## src/rtl/rca_pkg.sv

```systemverilog
// Shared types and helpers for the nibble-serial add/subtract sequencer.
package rca_pkg;

  typedef enum logic [1:0] {
    IDLE,
    ADD,
    DONE
  } state_t;

  localparam int unsigned NIBBLE_W = 4;

  // Two's-complement overflow: like-signed operands giving an opposite-signed sum.
  function automatic logic signed_ovf(input logic a_msb, input logic b_msb, input logic s_msb);
    return (a_msb == b_msb) && (s_msb != a_msb);
  endfunction

endpackage

```

## src/rtl/nibble_adder.sv

```systemverilog
// Combinational 4-bit ripple-carry adder made of chained full-adder cells.
module nibble_adder
  import rca_pkg::*;
(
  input  logic [NIBBLE_W-1:0] A,
  input  logic [NIBBLE_W-1:0] B,
  input  logic                Cin,
  output logic [NIBBLE_W-1:0] Sum,
  output logic                Cout
);

  logic w_c;

  always_comb begin
    Sum = '0;
    w_c = Cin;
    for (int unsigned i = 0; i < NIBBLE_W; i++) begin
      Sum[i] = A[i] ^ B[i] ^ w_c;
      w_c    = (A[i] & B[i]) | (w_c & (A[i] ^ B[i]));
    end
    Cout = w_c;
  end

endmodule

```

## src/rtl/rca_sequencer.sv

```systemverilog
// Nibble-serial add/subtract controller: one shared 4-bit adder slice, LSB nibble first,
// carry registered between slices, valid/ready on both operand and result sides.
module rca_sequencer
  import rca_pkg::*;
#(
  parameter int unsigned WIDTH = 16
) (
  input  logic             Clk,
  input  logic             Rst_n,
  input  logic             In_Valid,
  output logic             In_Ready,
  input  logic [WIDTH-1:0] A,
  input  logic [WIDTH-1:0] B,
  input  logic             Cin,
  input  logic             Sub,
  output logic             Out_Valid,
  input  logic             Out_Ready,
  output logic [WIDTH-1:0] Sum,
  output logic             Cout,
  output logic             Overflow,
  output logic             Busy
);

  localparam int unsigned NIBBLES = WIDTH / NIBBLE_W;
  localparam int unsigned IDX_W   = (NIBBLES > 1) ? $clog2(NIBBLES) : 1;

  state_t               r_state, w_next;
  logic [WIDTH-1:0]     r_opa, r_opb, r_sum;
  logic                 r_carry, r_cout, r_ovf;
  logic [IDX_W-1:0]     r_idx;
  logic [NIBBLE_W-1:0]  w_a_nib, w_b_nib, w_s_nib;
  logic                 w_co, w_last;

  assign w_a_nib = r_opa[NIBBLE_W*r_idx +: NIBBLE_W];
  assign w_b_nib = r_opb[NIBBLE_W*r_idx +: NIBBLE_W];
  assign w_last  = (r_idx == IDX_W'(NIBBLES - 1));

  nibble_adder u_slice (
    .A   (w_a_nib),
    .B   (w_b_nib),
    .Cin (r_carry),
    .Sum (w_s_nib),
    .Cout(w_co)
  );

  always_ff @(posedge Clk or negedge Rst_n) begin
    if (!Rst_n) r_state <= IDLE;
    else        r_state <= w_next;
  end

  always_comb begin
    w_next    = r_state;
    In_Ready  = 1'b0;
    Out_Valid = 1'b0;
    Busy      = 1'b0;
    case (r_state)
      IDLE: begin
        In_Ready = 1'b1;
        if (In_Valid) w_next = ADD;
      end
      ADD: begin
        Busy = 1'b1;
        if (w_last) w_next = DONE;
      end
      DONE: begin
        Busy      = 1'b1;
        Out_Valid = 1'b1;
        if (Out_Ready) w_next = IDLE;
      end
      default: w_next = IDLE;
    endcase
  end

  // Subtraction is A + ~B + 1, so the inverted operand and forced carry are captured up front.
  always_ff @(posedge Clk or negedge Rst_n) begin
    if (!Rst_n) begin
      r_opa   <= '0;
      r_opb   <= '0;
      r_carry <= 1'b0;
      r_idx   <= '0;
      r_sum   <= '0;
      r_cout  <= 1'b0;
      r_ovf   <= 1'b0;
    end else begin
      case (r_state)
        IDLE: begin
          if (In_Valid) begin
            r_opa   <= A;
            r_opb   <= Sub ? ~B : B;
            r_carry <= Sub ? 1'b1 : Cin;
            r_idx   <= '0;
          end
        end
        ADD: begin
          r_sum[NIBBLE_W*r_idx +: NIBBLE_W] <= w_s_nib;
          r_carry <= w_co;
          r_idx   <= r_idx + IDX_W'(1);
          if (w_last) begin
            r_cout <= w_co;
            r_ovf  <= signed_ovf(r_opa[WIDTH-1], r_opb[WIDTH-1], w_s_nib[NIBBLE_W-1]);
          end
        end
        default: ;
      endcase
    end
  end

  assign Sum      = r_sum;
  assign Cout     = r_cout;
  assign Overflow = r_ovf;

endmodule

```

## config.mk

```make
export PLATFORM = sky130hd
export DESIGN_NAME = rca_sequencer
export DESIGN_NICKNAME = d
export VERILOG_FILES = /design/src/rtl/rca_pkg.sv /design/src/rtl/nibble_adder.sv /design/src/rtl/rca_sequencer.sv
export SDC_FILE = /design/constraint.sdc
export NUM_CORES = 1
export LEC_CHECK = 0
export CORE_MARGIN = 3
export CORE_UTILIZATION = 30
export CTS_CLUSTER_DIAMETER = 50
export DETAILED_ROUTE_END_ITERATION = 16
export PLACE_DENSITY_LB_ADDON = 0.05
export SYNTH_ARGS = -nofsm -noshare
export SYNTH_HDL_FRONTEND = slang
export SYNTH_SLANG_ARGS = --single-unit
```

## constraint.sdc

```tcl
create_clock -name Clk -period 9.1 [get_ports Clk]
set_input_delay 1.82 -clock Clk [delete_from_list [all_inputs] [get_ports Clk]]
set_output_delay 1.82 -clock Clk [all_outputs]
set_load 0.01 [all_outputs]
```

==> reports/summary.txt, run 1 <==
Fmax - 0.284 GHz
Post-synth top area share - 49.7%
DRT Pass-1 Iters - 4
Synth Area in Simple Gates - 9.72%
Post-DP Area - 3400 um2
Compound-cell area share of the yosys netlist - 8.63%
WL per Instance - 14.6 um
R2r worst-path depth - 13
Die Ht - 102 um
Main combinational cell family by area after synthesis - multiplexers
Worst hold slack - 0.481 ns
Layout overhead on the synthesized area - 25.5%
Max-slew headroom - 36.4%
RSZ-0062 raised after global routing - false
Top cells by area, synth - dfrtp_1 (50%), mux2_2 (7.3%), xnor2_1 (5.1%), nand2_1 (5.0%), o21ai_0 (4.2%)
Final cell count without fillers - 394
Yosys cell types - 34
Adder-Cell Fraction of Synth Area - 6.96%
DRC - 0
Total setup buffers inserted after CTS - 0
Layout Cell Area excl Fill - 3480 um2
Max cap viols - 0
Worst Path Arrival - 1.70 ns
Post-cts repair resize count - 0
Clock Sinks - 55
Hold depth - 2
Final Slew Violations - 0
Leading area contributor after synthesis - dfrtp_1
Post-Route WL - 5750 um
Status - finished clean
Port Buffers - 58
Rows - 34
Clock-pin transition on the worst setup and hold timing paths - 0.09 ns
Multiplexer share of the synthesized area - 14.7%
N_diodes - 0
Layout cell share with drive strength beyond 1 - 11.9%
WP data required - 7.28 ns
Min-Delay Path Class - register to register
Die X - 102 um
H-tree Lvls - 2
Initial DRC count - 45
Pin count of the biggest net entering global routing - 56
Worst-Margin Slew - 0.951 ns
Antenna Nets Post-Route - 0
Yosys warnings - 0
Clk_skew - 0.00470 ns
Total CTS buffers - 5
XOR/XNOR Fraction of Synth Area - 5.06%
Via count - 1830
Startpoint types - register
Crit share post-route - 38.7%
Register area share after synthesis - 49.7%
Routability cong. - 0.706
Final Power - 1.15 mW
Placed insts - 388
First-pass GRT wire length - 9580 um
Initial Utilization - 31.3%
I/O pins - 59
Number of global-route vias before repair - 1903
Die area - 10400 um2
TNS Setup - 0 ns
Hold Buf Count CTS - 0
Core region area - 8850 um2
Root Driver - clkbuf_8
#FFs+latches synth - 55
Crit path kind - register to output port
Initial antenna violation count - 0
Fillers - 891
Post-Syn Area - 2770 um2
Hold Fails Final Rpt - 0
Lkg Pwr - 1.48 nW
Worst-path maximum fanout - 7
Number of nets produced by synthesis - 282
Global route overflow - 0
Critical Path End Type - output port
Min Tclk post-route - 3.52 ns
Syn Area/Cell - 12.0 um2
Max VDD drop - 0.000121 V
Overall routing resource usage - 12.0%
Dpl hpwl - 4120 um
Final Setup Violations - 0
Skew-Pair Late Insertion Delay - 0.30 ns
PwrDens - 332 nW/um2
TritonCTS clock tree - built
Nets - 338
Clock Path Buffers - 2
Vias/cell - 4.64
Cell count after synthesis - 231
Yosys cell counts, drive strengths merged:
cell type and count:
a21oi 1, a22o 6, a31oi 2, and2b 1
and4 3, buf 10, clkbuf 1, dfrtp 55
fa 4, ha 9, inv 14, mux2 18
mux2i 1, mux4 8, nand2 38, nand2b 3
nand3 2, nand4 3, nor2 1, nor2b 1
nor3b 2, nor4bb 1, o21ai 27, o21bai 1
o221a 1, o31ai 2, xnor2 16
final timing paths:
kind	startpoint	end	slack (ns)
worst max register to register	r_idx[0]$_DFFE_PN0P_	Overflow$_DFFE_PN0P_	5.60
worst min-delay path	r_opb[3]$_DFFE_PN0P_	r_opb[3]$_DFFE_PN0P_	0.48
worst max-delay path	r_state[0]$_DFFE_PN0P_	In_Ready	5.58
worst min register to register	r_opb[3]$_DFFE_PN0P_	r_opb[3]$_DFFE_PN0P_	0.48
max in group asynchronous	Rst_n	Sum[7]$_DFFE_PN0P_	6.99
min in group asynchronous	Rst_n	r_opa[7]$_DFFE_PN0P_	1.64
kinds of logic (layout without fill, tap and decap cells):
kind of cell	count (synthesis)	count (layout)
fa+ha+maj	13	13
flops	55	55
compound gates	40	40
simple gates	55	55
buf+inv	25	80
xor+xnor	16	16
mux	27	27
state kept, by name, summed over array words and instances (netlist names):
signal	flops
r_carry	1
Cout	1
Sum	16
r_state	2
r_opb	16
r_opa	16
Overflow	1
r_idx	2
metrics by stage:
step	worst slack, ns	util [%]
5_1_grt	5.38	39.3
4_1_cts	5.56	39.3
2_1_floorplan	6.19	-
3_3_place_gp	5.52	38.5
6_report	5.58	39.3
3_5_place_dp	5.50	38.5
worst max-delay path, stage by stage (launching register included):
cell,delay [ns]
dfrtp_1,0.41
inv_1,0.08
ha_1,0.31
clkdlybuf4s50_1,0.59
placed cells by master (no fill, tap or decap):
cell / Yosys / final
clkdlybuf4s50_1: 0 / 57
dfrtp_1: 55 / 55
nand2_1: 37 / 37
o21ai_0: 23 / 23
mux2_2: 18 / 18
xnor2_1: 16 / 16
inv_1: 14 / 14
ha_1: 9 / 9
a22o_1: 6 / 6
clkbuf_8: 0 / 5
mux4_2: 4 / 4
mux4_1: 4 / 4
o21ai_1: 4 / 4
fa_1: 4 / 4
nand2b_1: 3 / 3
and4_1: 3 / 3
nand4_1: 3 / 3
nand3_1: 2 / 2
o31ai_1: 2 / 2
a31oi_1: 2 / 2
buf_4: 1 / 2
nand2_2: 1 / 1
and2b_4: 1 / 1
nor4bb_1: 1 / 1
nor2_1: 1 / 1
o21bai_1: 1 / 1
o221a_2: 1 / 1
nor2b_1: 1 / 1
nor3b_1: 1 / 1
a21oi_1: 1 / 1
mux2i_1: 1 / 1
nor3b_2: 1 / 1
clkbuf_1: 1 / 1
buf_2: 4 / 1
cell type report:
| type | count | area, um2 | area share (%) |
|---|---|---|---|
| clock buffers | 6 | 72.6 | 2.09 |
| inverters | 14 | 52.6 | 1.51 |
| multi-input cells | 151 | 1250 | 35.9 |
| flip-flops and latches | 55 | 1380 | 39.6 |
| well taps | 108 | 135 | 3.89 |
| repair buffers | 60 | 591 | 17.0 |
where the power goes:
part,switching (mW),internal [mW],leakage (nW)
logic,0.311,0.299,0.744
registers,0.0662,0.351,0.695
clock network,0.0751,0.0516,0.0371
total,0.452,0.702,1.48
routing by layer:
layer  vias to the layer above  GRT usage [%]  part of all wire, %
li1                        903              -                    -
met1                       876           16.7                   48
met2                        46           19.0                   46
met3                         5           2.73                  4.7
met4                         0           3.03                  1.1
met5                         -              0                    0
Power figures use the tool's default switching activity.
==> run 2, diff against run 1 <==
==> constraint.sdc (replaced) <==
create_clock -name Clk -period 2.95 [get_ports Clk]
set_input_delay 0.59 -clock Clk [delete_from_list [all_inputs] [get_ports Clk]]
set_output_delay 0.59 -clock Clk [all_outputs]
set_load 0.01 [all_outputs]
==> run 2 against run 1 <==
Compared with the run above: worst setup slack lost 5.5 ns; routed wire length grew 3.1%; die area is the same; final cell count grew 2.5%; global-route usage grew 0.45 points; sequential share of layout area shrank 1.4 points; register-to-register slack lost 5.5 ns; cell area grew 3.8%; critical endpoint is now Overflow$_DFFE_PN0P_.
==> reports/summary.txt, run 2 (same netlist as run 1, synthesis figures left out) <==
Status - finished clean (unchanged)
CP peak stage delay - 0.59 ns (about the same)
Worst-Margin Slew - 0.573 ns (was 0.951 ns)
Rows - 34 (unchanged)
Initial Utilization - 31.3% (unchanged)
Worst path bufs/invs - 3 (was 2)
Commonest cells after routing, fill and taps aside - clkdlybuf4s50_1 (57), dfrtp_1 (54), nand2_1 (37), o21ai_0 (22), mux2_2 (18) (was clkdlybuf4s50_1 (57), dfrtp_1 (55), nand2_1 (37), o21ai_0 (23), mux2_2 (18))
Crit path kind - register to register (was register to output port)
Fillers - 897 (was 891)
Max-slew headroom - 61.6% (was 36.4%)
Lkg Pwr - 1.53 nW (was 1.48 nW)
Critical-path cell list - buf_4 -> mux4_2 -> fa_2 -> inv_2 -> fa_2 -> inv_2 -> fa_2 -> nor3b_4 -> a21oi_2 -> o21ai_1 (was inv_1 -> ha_1 -> clkdlybuf4s50_1)
Vias/cell - 4.61 (was 4.64)
I/O pins - 59 (unchanged)
Post-Route WL - 5920 um (was 5750 um)
Min-Delay Path Class - primary input to asynchronous set/reset pin (was register to register)
Final Slew Violations - 0 (unchanged)
Min Tclk post-route - 2.89 ns
Number of global-route vias before repair - 1992 (was 1903)
Worst Path Arrival - 3.12 ns (was 1.70 ns)
N_diodes - 0 (unchanged)
PwrDens - 1090 nW/um2 (was 332 nW/um2)
Clk_skew - 0.0139 ns (was 0.00470 ns)
Routability cong. - 0.759 (was 0.706)
Seq. cell area - 1380 um2 (about the same)
Overall routing resource usage - 12.5% (was 12.0%)
Layout cell share with drive strength beyond 1 - 18.9% (was 11.9%)
Initial DRC count - 28 (was 45)
Max VDD drop - 0.000433 V (was 0.000121 V)
Pin count of the biggest net entering global routing - 29 (was 56)
H-tree Lvls - 2 (unchanged)
Crit share post-route - 97.9%
Commonest non-fill, non-tap cell in the layout - clkdlybuf4s50_1 (unchanged)
First-pass GRT wire length - 10000 um (was 9580 um)
Via count - 1862 (was 1830)
Antenna Nets Post-Route - 0 (unchanged)
WP data required - 3.18 ns (was 7.28 ns)
Total setup buffers inserted after CTS - 0 (unchanged)
Startpoint types - register (unchanged)
Core region area - 8850 um2 (unchanged)
Die area - 10400 um2 (unchanged)
Initial antenna violation count - 0 (unchanged)
CP delay by family, top - adder cells (was buffers and inverters)
Placed insts - 396 (was 388)
Root Driver - clkbuf_8 (unchanged)
Nets - 346 (was 338)
Hold Fails Final Rpt - 0 (unchanged)
DRT Pass-1 Iters - 4 (unchanged)
WL per Instance - 14.7 um (was 14.6 um)
Die Ht - 102 um (unchanged)
Clock Path Buffers - 2 (unchanged)
Final Setup Violations - 0 (unchanged)
TritonCTS clock tree - built (unchanged)
Layout overhead on the synthesized area - 30.3% (was 25.5%)
RSZ-0062 raised after global routing - true (was false)
Critical Path End Type - register (was output port)
Port Buffers - 58 (unchanged)
Skew-Pair Late Insertion Delay - 0.31 ns (was 0.30 ns)
Worst-path maximum fanout - 12 (was 7)
Post-DP Area - 3460 um2 (was 3400 um2)
Flop2flop setup slack - 0.06 ns (was 5.60 ns)
Multi-input combinational cell area - 1270 um2 (was 1250 um2)
Die X - 102 um (unchanged)
Dpl hpwl - 4610 um (was 4120 um)
Final cell count without fillers - 404 (was 394)
Total CTS buffers - 5 (unchanged)
Setup ws final - 0.0605 ns (was 5.58 ns)
Crit path top cell by count - fa_2
Layout Cell Area excl Fill - 3610 um2 (was 3480 um2)
DRC - 0 (unchanged)
Fmax - 0.346 GHz
Global route overflow - 0 (unchanged)
Max cap viols - 0 (unchanged)
Place WS - 0.0519 ns (was 5.50 ns)
Clock-pin transition on the worst setup and hold timing paths - 0.10 ns (was 0.09 ns)
Crit-path slowest cell - fa_2 (was clkdlybuf4s50_1)
Clock Sinks - 55 (unchanged)
-- run 2: cell count changes in the layout (fill, tap and decap cells not counted), sizes merged --
cell    change
buf         +8
bufinv      +1
inv         +1
-- run 2: worst reg2reg max path: stages (launching register included) --
cell,delay (ns)
dfrtp_2,0.42
buf_4,0.23
mux4_2,0.54
fa_2,0.37
inv_2,0.06
fa_2,0.19
inv_2,0.04
fa_2,0.59
nor3b_4,0.19
a21oi_2,0.04
o21ai_1,0.14
-- run 2: metal layers --
metal | global-route usage (%) | share of wire (%) | vias to the layer above
li1 | - | - | 922
met1 | 17.1 | 48 | 893
met2 | 20.0 | 47 | 40
met3 | 2.66 | 4.1 | 7
met4 | 3.33 | 0.93 | 0
met5 | 0 | 0 | -
-- run 2: layout make-up --
| cell class | instances | area share (%) |
|---|---|---|
| well taps | 108 | 3.74 |
| multi-input cells | 151 | 35.1 |
| repair buffers | 68 | 18.1 |
| clock buffers | 6 | 2.29 |
| inverters | 14 | 1.46 |
| clock inverters | 2 | 1.07 |
| flip-flops and latches | 55 | 38.2 |
-- run 2: stage by stage --
| stage | total power [mW] | utilization, % | setup TNS [ns] | hold slack, ns |
|---|---|---|---|---|
| 6_report | 3.92 | 40.8 | 0 | 0.115 |
| 5_1_grt | 4.28 | 40.8 | -0.0774 | 0.106 |
| 4_1_cts | 3.86 | 40.5 | 0 | 0.103 |
| 3_5_place_dp | 3.30 | 39.1 | 0 | 0.451 |
| 3_3_place_gp | 3.29 | 39.1 | 0 | 0.450 |
| 2_1_floorplan | 2.53 | - | 0 | 0.294 |
-- run 2: what timing repair did --
action                     4_1_cts  5_1_grt
resized for setup                0       14
hold buffers                     0        0
setup endpoints to repair        0        5
-- run 2: final timing paths --
| check | startpoint | end | depth (start not counted) |
|---|---|---|---|
| setup / recovery | r_idx[0]$_DFFE_PN0P_ | Overflow$_DFFE_PN0P_ | 10 |
| hold reg to reg | r_opb[11]$_DFFE_PN0P_ | r_opb[11]$_DFFE_PN0P_ | 2 |
| hold / removal | Rst_n | r_opa[1]$_DFFE_PN0P_ | 1 |
| setup reg to reg | r_idx[0]$_DFFE_PN0P_ | Overflow$_DFFE_PN0P_ | 10 |
| max in group asynchronous | Rst_n | r_idx[0]$_DFFE_PN0P_ | 2 |
| min in group Clk | r_opb[11]$_DFFE_PN0P_ | r_opb[11]$_DFFE_PN0P_ | 2 |
-- run 2: power breakdown --
part | switching (mW) | internal, mW
Combinational | 0.998 | 1.10
Clock | 0.252 | 0.280
Sequential | 0.211 | 1.08
Total | 1.46 | 2.46
